`config.mk`:
```
export PLATFORM = sky130hd
export DESIGN_NAME = regfile_scoreboard
export DESIGN_NICKNAME = d
export VERILOG_FILES = /design/src/rtl/regfile_scoreboard.sv
export SDC_FILE = /design/constraint.sdc
export NUM_CORES = 1
export LEC_CHECK = 0
export CORE_MARGIN = 4
export CORE_UTILIZATION = 41
export DETAILED_ROUTE_END_ITERATION = 10
export GPL_TIMING_DRIVEN = 0
export PLACE_DENSITY_LB_ADDON = 0.1
export SLEW_MARGIN = 15
export SYNTH_ARGS = -nofsm -noshare
export SYNTH_HDL_FRONTEND = slang
export SYNTH_SLANG_ARGS = --single-unit
```
`constraint.sdc`:
```
create_clock -name clk -period 3.1 [get_ports clk]
set_clock_uncertainty 0.15 [all_clocks]
set_input_delay 0.62 -clock clk [delete_from_list [all_inputs] [get_ports clk]]
set_output_delay 0.62 -clock clk [all_outputs]
set_load 0.02 [all_outputs]
```
`src/rtl/regfile_scoreboard.sv`:
```
// rtl/regfile_scoreboard.sv - parametrised register file with two registered read ports and a busy scoreboard (optional macro: REGFILE_WRITE_BYPASS_EN)
module regfile_scoreboard #(
    parameter int            N         = 16,
    parameter int            ADDR_W    = 3,
    parameter logic [N-1:0]  RESET_VAL = '0,
    parameter int            ZERO_REG  = 0,
    localparam int           DEPTH     = 1 << ADDR_W
) (
    input  logic              clk,
    input  logic              rst,
    input  logic              read_enable,
    input  logic [ADDR_W-1:0] read_addr1,
    input  logic [ADDR_W-1:0] read_addr2,
    output logic [N-1:0]      read_data1,
    output logic [N-1:0]      read_data2,
    output logic              read_busy1,
    output logic              read_busy2,
    input  logic              write_enable,
    input  logic [ADDR_W-1:0] write_addr,
    input  logic [N-1:0]      write_data,
    input  logic              reserve_enable,
    input  logic [ADDR_W-1:0] reserve_addr,
    output logic              reserve_conflict,
    output logic [DEPTH-1:0]  busy_vec
);

    logic [N-1:0]      regs [DEPTH];
    logic [DEPTH-1:0]  busy_q;
    logic [DEPTH-1:0]  busy_n;
    logic              wr_ok;
    logic              rs_ok;
    logic              conflict_n;
    logic [ADDR_W-1:0] raddr   [2];
    logic [N-1:0]      rdata_n [2];
    logic              rbusy_n [2];

    // Register 0 swallows writes and reserves when it is hardwired to zero
    assign wr_ok = write_enable   && !((ZERO_REG != 0) && (write_addr   == '0));
    assign rs_ok = reserve_enable && !((ZERO_REG != 0) && (reserve_addr == '0));

    assign raddr[0] = read_addr1;
    assign raddr[1] = read_addr2;
    assign busy_vec = busy_q;

    // Next scoreboard: retirement clears first, then a new producer sets, so same-address reserve wins
    always_comb begin
        busy_n = busy_q;
        if (wr_ok) begin
            busy_n[write_addr] = 1'b0;
        end
        if (rs_ok) begin
            busy_n[reserve_addr] = 1'b1;
        end
    end

    // A conflict is a reserve on a busy register whose producer is not retiring this cycle
    always_comb begin
        conflict_n = rs_ok && busy_q[reserve_addr] && !(wr_ok && (write_addr == reserve_addr));
    end

    // Read-port selection for both ports, with optional write-through of same-cycle writes
    always_comb begin
        for (int p = 0; p < 2; p++) begin
            rdata_n[p] = regs[raddr[p]];
            rbusy_n[p] = busy_q[raddr[p]];
`ifdef REGFILE_WRITE_BYPASS_EN
            if (wr_ok && (raddr[p] == write_addr)) begin
                rdata_n[p] = write_data;
                rbusy_n[p] = busy_n[write_addr];
            end
`endif
            if ((ZERO_REG != 0) && (raddr[p] == '0)) begin
                rdata_n[p] = '0;
                rbusy_n[p] = 1'b0;
            end
        end
    end

    // Register array storage
    always_ff @(posedge clk or negedge rst) begin
        if (!rst) begin
            for (int i = 0; i < DEPTH; i++) begin
                regs[i] <= RESET_VAL;
            end
        end else if (wr_ok) begin
            regs[write_addr] <= write_data;
        end
    end

    // Scoreboard flops and the one-cycle conflict pulse
    always_ff @(posedge clk or negedge rst) begin
        if (!rst) begin
            busy_q           <= '0;
            reserve_conflict <= 1'b0;
        end else begin
            busy_q           <= busy_n;
            reserve_conflict <= conflict_n;
        end
    end

    // Registered read outputs, held while read_enable is low
    always_ff @(posedge clk or negedge rst) begin
        if (!rst) begin
            read_data1 <= '0;
            read_data2 <= '0;
            read_busy1 <= 1'b0;
            read_busy2 <= 1'b0;
        end else if (read_enable) begin
            read_data1 <= rdata_n[0];
            read_data2 <= rdata_n[1];
            read_busy1 <= rbusy_n[0];
            read_busy2 <= rbusy_n[1];
        end
    end

endmodule

```
Word-level counts from Yosys, hierarchy flattened
Cells that the tools add are included.
Word-level totals
  register bits: 171
  bits of input ports: 33
  output and inout port bits: 43
  word-level logic and storage cells: 59
Operators by class
  magnitude comparators: 10
  eq/ne operators: 1
  mux-type cells: 21
  bitwise operators: 6
  reductions and logical operators: 7
Operators by type and width (count)
  128-bit bitwise mux: 1
  16-bit binary-select mux with 3-bit select: 2
  16-bit 2-to-1 mux: 5
  16-bit demux with 3-bit select: 1
  3-bit by 4-bit < comparator with 1-bit output, second input constant: 4
  8-bit 2-to-1 mux: 2
  4-bit >= comparator, second input constant: 3
  3-bit NOT with 4-bit output: 3
  1-bit binary-select mux with 3-bit select: 3
  8-bit bitwise AND: 1
  8-bit NOT: 1
  8-bit OR: 1
  1-bit demux with 3-bit select: 2
  3-bit by 1-bit >= comparator with 1-bit output, second input constant: 2
  1-bit logical AND: 6
  1-bit 2-to-1 mux: 5
  4-bit by 1-bit < comparator with 1-bit output, second input constant: 1
  3-bit == test: 1
  1-bit zero test: 1

Logic depth before layout (Yosys ltp)
Gate-level depths: netlist of run 1.
  depth in word-level cells: 9
  gate-level depth with buffers: 6

Worst setup path after synthesis of run 1
Ideal clock, no wire load.
  path kind: input port to flip-flop
  start point: in write_addr[2]
  end point: reg regs[102] (netlist bit)
  data arrival time: 1.773 ns
  required time: 2.825 ns
  slack: 1.052 ns
  cell stages on the path: 5
  buffers on the path: 2
  cells stage by stage: buf_6 > nand2b_4 > nor3b_4 > buf_6 > mux2_2
On the way
  cells in the longest elaborated chain, start to end: 6
  elaborated cells between the ends (all ways): 7
  those cells by class: 2 x order compare; 3 x mux; 1 x bitwise; 1 x reduce/logical
Ends and longest elaborated chain
  start: declaration: RTL line 19  | input logic [ADDR_W-1:0] write_addr,
  3-bit NOT with 4-bit output (not written as such) *: RTL line 86  | regs[write_addr] <= write_data;
  4-bit >= comparator (not written as such) / 4-bit by 1-bit < comparator with 1-bit output (equally long branches): RTL line 86
  1-bit logical AND (not written as such): RTL line 86
  16-bit 2-to-1 mux (not written as such): RTL line 86
  16-bit demux with 3-bit select *: RTL line 86
  128-bit bitwise mux *: RTL line 86
  end signal: indexed assignment: RTL line 86
  end: declaration: RTL line 27  | logic [N-1:0] regs [DEPTH];
Every way passes the cells marked *; elsewhere a longest branch is shown, timed or not.
A chain may end at the register's enable or synchronous reset.

Final worst setup path of run 1
  start point: in read_addr1[2]
  end point: reg read_data1[8]
On the way
  cells in the longest elaborated chain, start to end: 4
Ends and longest elaborated chain
  start: declaration: RTL line 12  | input logic [ADDR_W-1:0] read_addr1,
  3-bit NOT with 4-bit output (not written as such): RTL line 64  | rdata_n[p] = regs[raddr[p]];
  16-bit binary-select mux with 3-bit select: RTL line 64
  16-bit 2-to-1 mux (not written as such) (2 in a row): RTL line 64
  end signal: assignment: RTL line 109  | read_data1 <= rdata_n[0];
  end: declaration: RTL line 14  | output logic [N-1:0] read_data1,
No other way between the ends. The select of a mux whose other input is x is not followed.

==> results of run 1 <==
sequential cells by signal, summed over array words and instances, names as in the netlist:
name	cells
regs	128
read_data2	16
read_busy2	1
read_busy1	1
reserve_conflict	1
read_data1	16
busy_vec	8
logic make-up (layout without fill, tap and decap cells):
family	count (synthesis)	after routing	synth area share [%]
mux	265	265	32.0
buf+inv	59	158	3.50
flops	171	171	48.3
simple gates	128	128	8.37
compound gates	79	79	7.54
xor+xnor	3	3	0.296
worst max-delay path, cell delays in order:
cell	delay (ns)
clkdlybuf4s50_1	0.47
nor2b_1	0.13
clkbuf_2	0.27
buf_1	0.66
a22oi_1	0.27
a41o_1	0.31
worst max path at each step:
stage,end,depth (start not counted),startpoint,slack (ns)
floorplan,regs[102]$_DFFE_PN0P_,5,write_addr[2],1.05
global placement,regs[110]$_DFFE_PN0P_,1,rst,-5.77
detailed placement,read_data1[6]$_DFFE_PN0P_,6,read_addr1[2],0.12
CTS,read_data1[8]$_DFFE_PN0P_,6,read_addr1[2],0.58
global route,read_data1[8]$_DFFE_PN0P_,6,read_addr1[2],0.47
finish,read_data1[8]$_DFFE_PN0P_,6,read_addr1[2],0.53
layer usage:
metal	track usage [%]	routed length [um]	up-vias
met5	0	0	-
met4	6.56	588	0
met3	4.76	1120	39
met2	38.9	13500	174
met1	30.4	12000	3254
li1	-	-	2798
placed cells by master, fill, tap and decap left out, types with 2 or more instances in the layout:
master / synthesis / final
xnor2_1: 3 / 3
a22oi_1: 34 / 34
clkbuf_8: 0 / 2
inv_1: 4 / 4
o211ai_1: 2 / 2
mux4_2: 2 / 2
nand2_1: 41 / 41
buf_4: 8 / 8
bufinv_16: 0 / 4
a41o_1: 33 / 33
mux2i_1: 133 / 133
buf_6: 3 / 3
mux2_2: 130 / 130
nor2b_1: 38 / 38
dfrtp_1: 171 / 171
buf_1: 3 / 3
clkinv_4: 0 / 3
o22ai_1: 2 / 2
clkbuf_16: 0 / 17
clkdlybuf4s50_1: 0 / 66
nand2b_1: 3 / 3
o21ai_0: 4 / 4
o32ai_1: 2 / 2
nor3_4: 2 / 2
nor3b_4: 2 / 2
nor2_2: 2 / 2
buf_2: 28 / 28
clkbuf_1: 12 / 15
nand3_1: 33 / 33
nand4b_2: 3 / 3
where the power goes:
group	internal [mW]	switching, mW
Clock	1.40	0.893
Sequential	2.71	0.353
Combinational	0.864	0.766
Total	4.97	2.01
final cells by class:
| cell class | count | area [sq um] | area share, % |
|---|---|---|---|
| plain buffers | 55 | 295 | 2.80 |
| clock buffers | 22 | 464 | 4.40 |
| clock inverters | 9 | 163 | 1.54 |
| inverters | 4 | 15.0 | 0.142 |
| multi-input cells | 475 | 4280 | 40.6 |
| flip-flops and latches | 171 | 4280 | 40.6 |
| well taps | 275 | 344 | 3.26 |
| repair buffers | 68 | 703 | 6.67 |
stage by stage:
stage / TNS, ns / area [sq um] / util (%) / cells / worst slack [ns]
after floorplan: 0 / 8870 / - / 705 / 1.05
after global placement: -985.06 / 9880 / 46.7 / 1047 / -5.77
after detailed placement: 0 / 9910 / 46.9 / 1048 / 0.124
after CTS: 0 / 10500 / 49.8 / 1079 / 0.575
after global routing: 0 / 10500 / 49.8 / 1079 / 0.471
final: 0 / 10500 / 49.8 / 1079 / 0.532
==> run_results.csv, run 1 <==
group,metric,value,unit
run_status,outcome,"finished, violations left",
run_status,violations,"hold timing",
clocking,clockRootBuffer,"clkbuf_16",
clocking,path_clk_slew,0.06,ns
finish,fin_nets,825,
critical_path,crit_type,"input pin to flop",
sta,finalHoldViolCount,5,
clocking,insertion_delay,0.43,ns
grt,grt_start_max_net_pins,105,
clocking,ctsHoldBuffers,0,
min_path,hp-class,"input pin to async pin",
detailed_routing,dr_total_vias,6265,
sta,timing.slew.headroom,37.3,%
logic_synthesis,synthArstFlopShare,100,%
floorplanning,io_pins,76,
grt,globalRouteTotalUtil,23.2,%
logic_synthesis,synth-main-ff-cell,"dfrtp_1",
finish,drive_gt1_share,26.6,%
critical_path,crit_required,3.27,ns
logic_synthesis,syn-instance-count,705,
logic_synthesis,synth.distinct_cells,32,
detailed_routing,first_pass_iters,7,
logic_synthesis,ys_seq_area_share,48.3,%
logic_synthesis,synth_most_common_cell,"dfrtp_1",
floorplanning,die_x,155,um
clocking,cts_resized,0,
detailed_routing,drtIter0Drc,281,
finish,area_delta_synth_final,18.9,%
detailed_routing,wl_per_cell,25.2,um
logic_synthesis,yosys_warnings,0,
power_and_ir_drop,total_power,6.98,mW
logic_synthesis,synth_edf_count,0,
power_and_ir_drop,peakVddDrop,0.000332,V
sta,fmax,389,MHz
floorplanning,dieArea,24000,sq um
critical_path,end_kind,"flop",
critical_path,rr_startpoint,"busy_vec[2]$_DFF_PN0_",
critical_path,reg2regPathDepth,3,
detailed_routing,via_per_inst,5.81,
grt,antenna_found_initial,0,
critical_path,worstPathArrival,2.73,ns
grt,grt_pass1_vias,6700,
sta,drv_slew,0,
sta,post-route-period-util,82.8,%
sta,holdWs,-0.0145,ns
sta,setup_violations,0,
power_and_ir_drop,power_leakage,4.78,nW
clocking,cts_tree,"done",
critical_path,worstReg2RegEnd,"reserve_conflict$_DFF_PN0_",
clocking,cts_buffers,17,
clocking,clk_path_buf_depth,2,
clocking,cts_setup_buffers,0,
floorplanning,initial_core_util,41.9,%
clocking,h-tree-depth,4,
logic_synthesis,synth_area,8870,sq um
detailed_routing,route.detailed.drc,0,
detailed_routing,routed_wl,27.2,mm
floorplanning,core_area,21200,sq um
grt,overflow,0,
run,drv_cap,0,
floorplanning,die_h,155,um
power_and_ir_drop,powerDensity,662,nW/um^2
critical_path,r2r_setup_slack,1.47,ns
clocking,cts_sinks,171,
critical_path,critPathMaxFanout,10,
sta,post-route-min-period,2.57,ns
placed_design,port_buffers,67,
finish,n_antenna_cell,0,
critical_path,start_kind,"input pin",
logic_synthesis,ys_top_cells_by_area,"dfrtp_1 (48%), mux2_2 (17%), mux2i_1 (15%)",
logic_synthesis,avgSynthCellArea,12.6,sq um
sta,grt_setup_unrepaired,"false",
logic_synthesis,syn-num-nets,738,
logic_synthesis,synth.top_cell.area_share,48.3,%
floorplanning,row_count,53,
logic_synthesis,yosys_register_bits,171,
grt,grt_pass1_wl,41.6,mm
placed_design,hpwl,17.9,mm
detailed_routing,detail-route-antenna-nets,0,
logic_synthesis,synth_common_cells,"dfrtp_1 (171), mux2i_1 (133), mux2_2 (130)",
sta,tightest_slew,0.940,ns
finish,fillers,1876,
logic_synthesis,yosysTopAreaCell,"dfrtp_1",
placed_design,gp_congestion,0.829,
Note: power is estimated with default switching activity, not from simulation.
==> inputs of run 2 (changes only) <==
==> constraint.sdc (replaced) <==
create_clock -name clk -period 2.4 [get_ports clk]
set_clock_uncertainty 0.15 [all_clocks]
set_input_delay 0.48 -clock clk [delete_from_list [all_inputs] [get_ports clk]]
set_output_delay 0.48 -clock clk [all_outputs]
set_load 0.02 [all_outputs]
==> run 2 against run 1 <==
Net effect: the flow now finishes without violations; sequential power rose by 29%; sequential share of layout area barely moved; first-iteration DRC count rose by 22%; cell area rose by 0.11%; die area did not move; critical path type unchanged.
==> run_results.csv, run 2 (synthesis gave the netlist of run 1 again) <==
group,metric,value,unit
run_status,outcome,"completed",
power_and_ir_drop,power_frac_seq,43.9,%
sta,post-route-min-period,2.36,ns
detailed_routing,drtIter0Drc,343,
finish,final_common_cell,"dfrtp_1",
clocking,clockRootBuffer,"clkbuf_16",
critical_path,crit_required,2.57,ns
finish,layout_common_cells,"dfrtp_1 (171), mux2i_1 (133), mux2_2 (130)",
detailed_routing,first_pass_iters,5,
finish,area_delta_synth_final,19.0,%
critical_path,cp-startpoint,"read_addr2[0]",
finish,fin_util,49.9,%
grt,grt_pass1_vias,6700,
finish,fin_nets,826,
critical_path,end_kind,"flop",
clocking,cts_tree,"done",
sta,fmax,424,MHz
finish,largestRegisters,"regs (128), read_data1 (16), read_data2 (16)",
finish,fillers,1874,
critical_path,worstPathArrival,2.53,ns
run,drv_cap,0,
grt,overflow,0,
sta,grt_setup_unrepaired,"false",
finish,n_antenna_cell,0,
clocking,clk_path_buf_depth,2,
clocking,cts_setup_buffers,0,
critical_path,reg2regPathDepth,3,
power_and_ir_drop,combPwrFrac,23.4,%
min_path,hp-class,"input pin to flop",
floorplanning,io_pins,76,
placed_design,dpl.cell_count,1048,
clocking,cts_buffers,17,
finish,fin_area,10600,sq um
placed_design,hpwl,17.9,mm
grt,globalRouteTotalUtil,23.2,%
power_and_ir_drop,p_clk_share,32.8,%
sta,finalHoldViolCount,0,
finish,finalNonFillerCells,1080,
sta,tightest_slew,0.918,ns
finish,top_register,"regs",
critical_path,start_kind,"input pin",
finish,largest_reg_flops,128,
floorplanning,initial_core_util,41.9,%
placed_design,placed_area,9910,sq um
critical_path,crit_type,"input pin to flop",
floorplanning,dieArea,24000,sq um
critical_path,crit_end,"read_data2[6]$_DFFE_PN0P_",
grt,antenna_found_initial,0,
detailed_routing,via_per_inst,5.80,
power_and_ir_drop,power_leakage,4.79,nW
floorplanning,die_x,155,um
clocking,insertion_delay,0.43,ns
detailed_routing,routed_wl,27.2,mm
critical_path,critPathMaxFanout,10,
floorplanning,die_h,155,um
clocking,cts_sinks,171,
power_and_ir_drop,total_power,9.01,mW
sta,post-route-period-util,98.3,%
power_and_ir_drop,p_int,6.41,mW
sta,timing.slew.headroom,38.8,%
floorplanning,row_count,53,
grt,grt_pass1_wl,41.6,mm
sta,setup_violations,0,
critical_path,worstReg2RegEnd,"reserve_conflict$_DFF_PN0_",
clocking,h-tree-depth,4,
sta,drv_slew,0,
min_path,hold_depth,3,
detailed_routing,dr_total_vias,6261,
clocking,path_clk_slew,0.07,ns
critical_path,r2r_setup_slack,0.77,ns
power_and_ir_drop,powerDensity,854,nW/um^2
finish,drive_gt1_share,26.7,%
floorplanning,core_area,21200,sq um
critical_path,rr_startpoint,"busy_vec[0]$_DFF_PN0_",
placed_design,gp_congestion,0.829,
power_and_ir_drop,switching_share,28.8,%
placed_design,port_buffers,67,
power_and_ir_drop,total_switching_power,2.60,mW
detailed_routing,wl_per_cell,25.1,um
detailed_routing,detail-route-antenna-nets,0,
detailed_routing,route.detailed.drc,0,
grt,grt_start_max_net_pins,105,
power_and_ir_drop,peakVddDrop,0.000431,V
-- run 2: critical path, cell delays in order --
cell and delay, ns:
clkdlybuf4s50_1 0.44, buf_2 0.23, nor2_2 0.52, buf_2 0.43
a22oi_1 0.15, a41o_1 0.28
-- run 2: cell type report --
class | count | area (sq um) | area share [%]
multi-input combinational | 475 | 4280 | 40.5
buffer | 55 | 297 | 2.81
clock buffer | 22 | 464 | 4.40
tap | 275 | 344 | 3.26
clock inverter | 9 | 163 | 1.54
timing repair buffer | 69 | 713 | 6.76
sequential | 171 | 4280 | 40.6
inverter | 4 | 15.0 | 0.142
-- run 2: power groups by stage --
stage / registers, mW / logic, mW / clock network (mW)
finish: 3.95 / 2.11 / 2.95
floorplan: 4.03 / 1.24 / 0
global placement: 3.95 / 2.06 / 0
detailed placement: 3.99 / 2.11 / 0
global route: 4.03 / 2.28 / 3.15
CTS: 3.94 / 2.12 / 3.02
-- run 2: worst min-delay path by stage --
stage	from	end
2_1_floorplan	rst	busy_vec[0]$_DFF_PN0_
3_3_place_gp	regs[32]$_DFFE_PN0P_	regs[32]$_DFFE_PN0P_
3_5_place_dp	rst	regs[67]$_DFFE_PN0P_
4_1_cts	write_enable	reserve_conflict$_DFF_PN0_
5_1_grt	write_enable	reserve_conflict$_DFF_PN0_
6_report	write_enable	reserve_conflict$_DFF_PN0_
-- run 2: timing repair --
action	CTS	global route
hold endpoints to repair	67	0
hold buffers	1	0
setup endpoints to repair	0	7
resized for setup	0	1
-- run 2: through the flow --
| step | hold WS, ns | TNS (ns) | setup WS [ns] |
|---|---|---|---|
| detailed placement | 0.321 | -10.29 | -0.436 |
| CTS | 0.293 | 0 | 0.0153 |
| global placement | 0.359 | -1091.06 | -6.33 |
| finish | 0.306 | 0 | 0.0415 |
| floorplan | 0.0344 | 0 | 0.492 |
| global route | 0.317 | 0 | 0.0207 |
-- run 2: metal layers --
layer,vias up,track usage [%],routed length (um)
met5,-,0,0
met4,0,6.56,575
met3,38,4.76,1180
met2,173,38.9,13500
met1,3252,30.4,11900
li1,2798,-,-
